`config.mk`:
```
export PLATFORM = sky130hd
export DESIGN_NAME = ctrl_pipe
export DESIGN_NICKNAME = d
export VERILOG_FILES = /design/src/rtl/ctrl_pkg.sv /design/src/rtl/ctrl_pipe_hazard_unit.sv /design/src/rtl/ctrl_pipe.sv
export SDC_FILE = /design/constraint.sdc
export NUM_CORES = 1
export LEC_CHECK = 0
export CORE_MARGIN = 2
export CORE_UTILIZATION = 45
export CTS_CLUSTER_SIZE = 40
export DETAILED_ROUTE_END_ITERATION = 10
export PLACE_DENSITY = 0.8
export SYNTH_ARGS = -nofsm -noshare
export SYNTH_HDL_FRONTEND = slang
export SYNTH_SLANG_ARGS = --single-unit
```
`constraint.sdc`:
```
create_clock -name clk -period 2.1 [get_ports clk]
set_clock_uncertainty 0.15 [all_clocks]
set_input_delay 0.42 -clock clk [delete_from_list [all_inputs] [get_ports clk]]
set_output_delay 0.42 -clock clk [all_outputs]
set_load 0.005 [all_outputs]
```
`src/rtl/ctrl_pkg.sv`:
```
// Shared types and constants for the LEGv8 control pipeline: per-stage control
// bundles, their bubble values, the zero register and forwarding-select encodings.
package ctrl_pkg;

  localparam int REG_W = 5;
  localparam logic [REG_W-1:0] XZR = 5'd31;

  localparam logic [1:0] FWD_RF  = 2'b00;
  localparam logic [1:0] FWD_WB  = 2'b01;
  localparam logic [1:0] FWD_MEM = 2'b10;

  typedef struct packed {
    logic       alusrc;
    logic [1:0] aluop;
  } ex_ctrl_t;

  typedef struct packed {
    logic memread;
    logic memwrite;
    logic branch;
  } mem_ctrl_t;

  typedef struct packed {
    logic regwrite;
    logic memtoreg;
  } wb_ctrl_t;

  localparam ex_ctrl_t  EX_BUBBLE  = '{alusrc: 1'b0, aluop: 2'b00};
  localparam mem_ctrl_t MEM_BUBBLE = '{memread: 1'b0, memwrite: 1'b0, branch: 1'b0};
  localparam wb_ctrl_t  WB_BUBBLE  = '{regwrite: 1'b0, memtoreg: 1'b0};

  // The zero register never carries a live value, so it never forwards.
  function automatic logic [1:0] fwd_sel(input logic             mem_rw,
                                         input logic [REG_W-1:0] mem_rd,
                                         input logic             wb_rw,
                                         input logic [REG_W-1:0] wb_rd,
                                         input logic [REG_W-1:0] ra);
    if (mem_rw && (mem_rd != XZR) && (mem_rd == ra))
      return FWD_MEM;
    else if (wb_rw && (wb_rd != XZR) && (wb_rd == ra))
      return FWD_WB;
    else
      return FWD_RF;
  endfunction

endpackage

```
`src/rtl/ctrl_pipe_hazard_unit.sv`:
```
// Combinational hazard logic: load-use stall, taken-branch flush and the
// EX-stage operand forwarding selects.
module hazard_unit
  import ctrl_pkg::*;
(
  input  logic             ex_memread_i,
  input  logic [REG_W-1:0] ex_rd_i,
  input  logic [REG_W-1:0] ex_ra1_i,
  input  logic [REG_W-1:0] ex_ra2_i,
  input  logic [REG_W-1:0] id_ra1_i,
  input  logic [REG_W-1:0] id_ra2_i,
  input  logic             mem_branch_i,
  input  logic             mem_zero_i,
  input  logic             mem_regwrite_i,
  input  logic [REG_W-1:0] mem_rd_i,
  input  logic             wb_regwrite_i,
  input  logic [REG_W-1:0] wb_rd_i,
  output logic             flush_o,
  output logic             stall_o,
  output logic             pc_write_o,
  output logic             ifid_write_o,
  output logic             ifid_flush_o,
  output logic             idex_bubble_o,
  output logic             exmem_bubble_o,
  output logic [1:0]       forward_a_o,
  output logic [1:0]       forward_b_o
);

  logic load_use;

  assign load_use = ex_memread_i && (ex_rd_i != XZR) &&
                    ((ex_rd_i == id_ra1_i) || (ex_rd_i == id_ra2_i));

  // A taken branch squashes the stalled consumer anyway, so flush wins.
  assign flush_o        = mem_branch_i & mem_zero_i;
  assign stall_o        = load_use & ~flush_o;
  assign pc_write_o     = ~stall_o;
  assign ifid_write_o   = ~stall_o;
  assign ifid_flush_o   = flush_o;
  assign idex_bubble_o  = stall_o | flush_o;
  assign exmem_bubble_o = flush_o;

  assign forward_a_o = fwd_sel(mem_regwrite_i, mem_rd_i, wb_regwrite_i, wb_rd_i, ex_ra1_i);
  assign forward_b_o = fwd_sel(mem_regwrite_i, mem_rd_i, wb_regwrite_i, wb_rd_i, ex_ra2_i);

endmodule

```
`src/rtl/ctrl_pipe.sv`:
```
// ID/EX, EX/MEM and MEM/WB control and register-number pipeline registers of
// the 5-stage LEGv8 pipeline, with bubble insertion driven by the hazard unit.
module ctrl_pipe
  import ctrl_pkg::*;
(
  input  logic             clk,
  input  logic             reset,
  input  logic             id_memtoreg,
  input  logic             id_regwrite,
  input  logic             id_memread,
  input  logic             id_memwrite,
  input  logic             id_branch,
  input  logic             id_alusrc,
  input  logic [1:0]       id_aluop,
  input  logic [REG_W-1:0] id_ra1,
  input  logic [REG_W-1:0] id_ra2,
  input  logic [REG_W-1:0] id_rd,
  input  logic             mem_zero,
  output logic             ex_alusrc,
  output logic [1:0]       ex_aluop,
  output logic [1:0]       forward_a,
  output logic [1:0]       forward_b,
  output logic             mem_memread,
  output logic             mem_memwrite,
  output logic             mem_branch,
  output logic             wb_regwrite,
  output logic             wb_memtoreg,
  output logic [REG_W-1:0] wb_rd,
  output logic             pcsrc,
  output logic             pc_write,
  output logic             ifid_write,
  output logic             ifid_flush
);

  // ID/EX
  ex_ctrl_t         idex_ex_q,  idex_ex_d;
  mem_ctrl_t        idex_mem_q, idex_mem_d;
  wb_ctrl_t         idex_wb_q,  idex_wb_d;
  logic [REG_W-1:0] idex_ra1_q, idex_ra1_d;
  logic [REG_W-1:0] idex_ra2_q, idex_ra2_d;
  logic [REG_W-1:0] idex_rd_q,  idex_rd_d;
  // EX/MEM
  mem_ctrl_t        exmem_mem_q, exmem_mem_d;
  wb_ctrl_t         exmem_wb_q,  exmem_wb_d;
  logic [REG_W-1:0] exmem_rd_q,  exmem_rd_d;
  // MEM/WB
  wb_ctrl_t         memwb_wb_q, memwb_wb_d;
  logic [REG_W-1:0] memwb_rd_q, memwb_rd_d;

  logic flush, stall, idex_bubble, exmem_bubble;

  hazard_unit u_hazard (
    .ex_memread_i   (idex_mem_q.memread),
    .ex_rd_i        (idex_rd_q),
    .ex_ra1_i       (idex_ra1_q),
    .ex_ra2_i       (idex_ra2_q),
    .id_ra1_i       (id_ra1),
    .id_ra2_i       (id_ra2),
    .mem_branch_i   (exmem_mem_q.branch),
    .mem_zero_i     (mem_zero),
    .mem_regwrite_i (exmem_wb_q.regwrite),
    .mem_rd_i       (exmem_rd_q),
    .wb_regwrite_i  (memwb_wb_q.regwrite),
    .wb_rd_i        (memwb_rd_q),
    .flush_o        (flush),
    .stall_o        (stall),
    .pc_write_o     (pc_write),
    .ifid_write_o   (ifid_write),
    .ifid_flush_o   (ifid_flush),
    .idex_bubble_o  (idex_bubble),
    .exmem_bubble_o (exmem_bubble),
    .forward_a_o    (forward_a),
    .forward_b_o    (forward_b)
  );

  // Bubbles are selected by mux against constants so X on id_* never leaks.
  always_comb begin
    idex_ex_d  = EX_BUBBLE;
    idex_mem_d = MEM_BUBBLE;
    idex_wb_d  = WB_BUBBLE;
    idex_ra1_d = XZR;
    idex_ra2_d = XZR;
    idex_rd_d  = XZR;
    if (!idex_bubble) begin
      idex_ex_d  = '{alusrc: id_alusrc, aluop: id_aluop};
      idex_mem_d = '{memread: id_memread, memwrite: id_memwrite, branch: id_branch};
      idex_wb_d  = '{regwrite: id_regwrite, memtoreg: id_memtoreg};
      idex_ra1_d = id_ra1;
      idex_ra2_d = id_ra2;
      idex_rd_d  = id_rd;
    end
  end

  always_comb begin
    exmem_mem_d = MEM_BUBBLE;
    exmem_wb_d  = WB_BUBBLE;
    exmem_rd_d  = XZR;
    if (!exmem_bubble) begin
      exmem_mem_d = idex_mem_q;
      exmem_wb_d  = idex_wb_q;
      exmem_rd_d  = idex_rd_q;
    end
  end

  // The branch itself still retires into MEM/WB; its WB control is already zero.
  assign memwb_wb_d = exmem_wb_q;
  assign memwb_rd_d = exmem_rd_q;

  always_ff @(posedge clk) begin
    if (reset) begin
      idex_ex_q   <= EX_BUBBLE;
      idex_mem_q  <= MEM_BUBBLE;
      idex_wb_q   <= WB_BUBBLE;
      idex_ra1_q  <= XZR;
      idex_ra2_q  <= XZR;
      idex_rd_q   <= XZR;
      exmem_mem_q <= MEM_BUBBLE;
      exmem_wb_q  <= WB_BUBBLE;
      exmem_rd_q  <= XZR;
      memwb_wb_q  <= WB_BUBBLE;
      memwb_rd_q  <= XZR;
    end else begin
      idex_ex_q   <= idex_ex_d;
      idex_mem_q  <= idex_mem_d;
      idex_wb_q   <= idex_wb_d;
      idex_ra1_q  <= idex_ra1_d;
      idex_ra2_q  <= idex_ra2_d;
      idex_rd_q   <= idex_rd_d;
      exmem_mem_q <= exmem_mem_d;
      exmem_wb_q  <= exmem_wb_d;
      exmem_rd_q  <= exmem_rd_d;
      memwb_wb_q  <= memwb_wb_d;
      memwb_rd_q  <= memwb_rd_d;
    end
  end

  assign ex_alusrc    = idex_ex_q.alusrc;
  assign ex_aluop     = idex_ex_q.aluop;
  assign mem_memread  = exmem_mem_q.memread;
  assign mem_memwrite = exmem_mem_q.memwrite;
  assign mem_branch   = exmem_mem_q.branch;
  assign wb_regwrite  = memwb_wb_q.regwrite;
  assign wb_memtoreg  = memwb_wb_q.memtoreg;
  assign wb_rd        = memwb_rd_q;
  assign pcsrc        = flush;

  // stall is consumed only inside the hazard unit's derived outputs.
  logic unused_stall;
  assign unused_stall = stall;

endmodule

```
==> flow_metrics.env <==
export IMPL_fmax_ghz=0.4291
export IMPL_core_region_area_mm2=0.003390
export IMPL_placement_io_buffers=46
export IMPL_grt_pass1_vias=1414
export IMPL_finalCriticalPeriod_ns=2.330
export IMPL_timing_worst_slew_pin_value_ns=0.7139
export IMPL_slew_violations=0
export IMPL_final_util_pct=72.98
export IMPL_timing_critical_path_from="id_ra2[2]"
export IMPL_route_final_wire_length_mm=3.873
export IMPL_critical_setup_path_class="in -> out"
export IMPL_antenna_cells_inserted=0
export IMPL_cp_data_arrival_time_ns=1.76
export IMPL_setup_viol_count_final=4
export IMPL_hold_path_class="reg -> reg"
export IMPL_top_cells_by_area_in_the_synthesized_netlist="sky130_fd_sc_hd__dfxtp_1, sky130_fd_sc_hd__xor2_1, sky130_fd_sc_hd__o21ai_1"
export IMPL_timing_reg2reg_setup_slack_ns=0.48
export IMPL_drt_initial_drc_count=21
export IMPL_pre_cts_slack_ns=-0.6959
export IMPL_grt_overflow_total=0
export IMPL_wire_length_of_the_first_global_routing_pass_mm=6.237
export IMPL_unrepaired_setup_endpoints_after_global_routing="yes"
export IMPL_synth_top_area_share_pct=49.61
export IMPL_final_layout_size_suffix_gt1_share_pct=34.78
export IMPL_worst_case_reg_to_reg_path_depth=4
export IMPL_flow_area_growth_from_synthesis_pct=53.26
export IMPL_cts_buffer_depth=2
export IMPL_start_kind="primary input"
export IMPL_boundaryPins=47
export IMPL_synth_distinct_cells=23
export IMPL_maxSlewHeadroom_pct=52.23
export IMPL_drv_max_cap_violation_count=0
export IMPL_clk_root_buffer_cell="sky130_fd_sc_hd__clkbuf_4"
export IMPL_die_w_um=63.89
export IMPL_grt_antenna_before_repair=0
export IMPL_crit_end="pc_write"
export IMPL_postSynthCellCount=162
export IMPL_yosys_area_top_type="sky130_fd_sc_hd__dfxtp_1"
export IMPL_reg2reg_from="mem_branch$_SDFF_PP0_"
export IMPL_number_of_enable_type_register_cells_in_the_synthesized_netlist=0
export IMPL_final_period_utilization_pct=111.0
export IMPL_clock_insertion_delay_worst_skew_ns=0.35
export IMPL_status="finished, violations left"
export IMPL_cts_htree_levels=2
export IMPL_clk_pin_slew_ns=0.12
export IMPL_power_density_mw_per_mm2=645.8
export IMPL_drt_pass1_iter_count=4
export IMPL_die_h_um=63.89
export IMPL_postSynthRegisterBits=40
export IMPL_synth_flop_cell="sky130_fd_sc_hd__dfxtp_1"
export IMPL_detailed_place_hpwl_mm=2.828
export IMPL_timing_final_hold_violations=0
export IMPL_critical_path_end_type="primary output"
export IMPL_initial_utilization_pct=47.62
export IMPL_clock_sink_count=40
export IMPL_track_usage_pct=20.16
export IMPL_violations="setup timing"
export IMPL_nNetsFinal=255
export IMPL_postRouteAntennaNets=0
export IMPL_syn_mean_instance_area_um2=9.963
export IMPL_irDropWorstVdd_v=0.0005232
export IMPL_cts_tree="built"
export IMPL_worst_ep_required_time_ns=1.53
export IMPL_avgRoutedWirePerCell_um=14.03
export IMPL_tritoncts_num_buffers=5
export IMPL_ys_warnings_count=0
export IMPL_leakagePower_uw=0.001050
export IMPL_design_die_area_mm2=0.004082
export IMPL_synth_sequential_area_ratio_pct=49.61
export IMPL_via_per_inst=5.058
export IMPL_gp_congestion=0.9333
export IMPL_ff_to_ff_end="idex_wb_q[1]$_SDFF_PP0_"
export IMPL_syn_nets=188
export IMPL_postCtsHoldBufs=0
export IMPL_synth_top_cells_by_count="sky130_fd_sc_hd__dfxtp_1, sky130_fd_sc_hd__xor2_1, sky130_fd_sc_hd__nor2_1"
export IMPL_row_count=21
export IMPL_grt_max_degree=24
export IMPL_remaining_drc_errors=0
export IMPL_dr_total_vias=1396
export IMPL_post_synth_instance_area_mm2=0.001614
export IMPL_setup_ws_ns=-0.2303
export IMPL_timing_critical_path_fanout_max=2
export IMPL_synthArstFlopShare_pct=0
export IMPL_synth_most_common_cell="sky130_fd_sc_hd__dfxtp_1"
==> through the flow <==
step	instance area, µm²	std cells	hold WS (ns)	power (µW)	setup TNS, ns
finish	2474	276	0.2904	1597	-0.8427
global route	2474	276	0.3068	1665	-1.196
CTS	2396	275	0.2943	1592	-0.9892
detailed placement	2226	264	0.2644	1077	-2.748
global placement	2226	264	0.2582	1065	-2.123
floorplan	1614	162	0.2557	955.1	0
==> area by class of cell <==
type	instances	area, µm²
Tap cell	46	57.56
Fill cell	243	915.9
Timing Repair Buffer	71	633.1
Clock buffer	5	37.54
Sequential cell	40	827.0
Multi-Input combinational cell	111	872.1
Clock inverter	3	46.29
==> worst min-delay path by stage <==
stage	slack (ns)	from	depth (start not counted)	to
floorplan	0.26	idex_wb_q[0]$_SDFF_PP0_	1	exmem_wb_q[0]$_SDFF_PP0_
global placement	0.26	idex_mem_q[1]$_SDFF_PP0_	1	mem_memwrite$_SDFF_PP0_
detailed placement	0.26	idex_wb_q[0]$_SDFF_PP0_	1	exmem_wb_q[0]$_SDFF_PP0_
CTS	0.29	idex_wb_q[0]$_SDFF_PP0_	1	exmem_wb_q[0]$_SDFF_PP0_
global route	0.31	exmem_wb_q[0]$_SDFF_PP0_	1	wb_memtoreg$_SDFF_PP0_
finish	0.29	idex_wb_q[0]$_SDFF_PP0_	1	exmem_wb_q[0]$_SDFF_PP0_
==> sequential cells by signal, indices dropped and copies added (netlist names) <==
name and flops:
exmem_rd_q 5, idex_ra1_q 5, idex_ra2_q 5, idex_rd_q 5, wb_rd 5, idex_mem_q 3
ex_aluop 2, exmem_wb_q 2, idex_wb_q 2, ex_alusrc 1, mem_branch 1, mem_memread 1
mem_memwrite 1, wb_memtoreg 1, wb_regwrite 1
==> repair_timing <==
| action | in CTS | in global routing |
|---|---|---|
| setup endpoints to repair | 8 | 6 |
| setup buffers | 3 | 1 |
| resized for setup | 63 | 17 |
| pin swaps | 12 | 7 |
==> critical path, stage by stage <==
cell and delay (ns):
sky130_fd_sc_hd__clkdlybuf4s50_1 0.45, sky130_fd_sc_hd__xor2_1 0.16, sky130_fd_sc_hd__nor2_2 0.14, sky130_fd_sc_hd__a22oi_4 0.10, sky130_fd_sc_hd__or3_4 0.35, sky130_fd_sc_hd__buf_2 0.14
==> cells in the final DEF, fill, tap and decap left out, drive strengths merged <==
cell,count
dfxtp,40
buf,31
clkdlybuf4s50,30
xor2,24
o21ai,18
nor2,18
dlygate4sd2,10
o211a,8
and2,6
or3,6
or2,6
xnor2,6
clkbuf,5
nand3,5
nor4,4
nand2,3
or4,2
nor3,2
nor2b,2
a22oi,1
clkinvlp,1
inv,1
bufinv,1
==> cells by family (layout without fill, tap and decap cells) <==
group / count (synthesis) / after routing / synth area share, %
xor+xnor: 30 / 30 / 16.28
compound gates: 27 / 27 / 11.86
simple gates: 54 / 54 / 18.29
flops: 40 / 40 / 49.61
buf+inv: 11 / 79 / 3.953
==> per-layer routing <==
metal	global-route usage [%]	vias up	share of wire (%)
met2	38.67	49	58
met3	5.986	8	5.6
met1	19.60	665	35
met5	0	-	0
met4	8.696	0	1.6
li1	-	674	-
==> power breakdown <==
group / switching, µW / internal [µW] / total (µW)
logic: 119 / 146 / 264
registers: 31.7 / 796 / 828
clock network: 251 / 254 / 505
No activity file was read; power rests on OpenSTA's default activity.
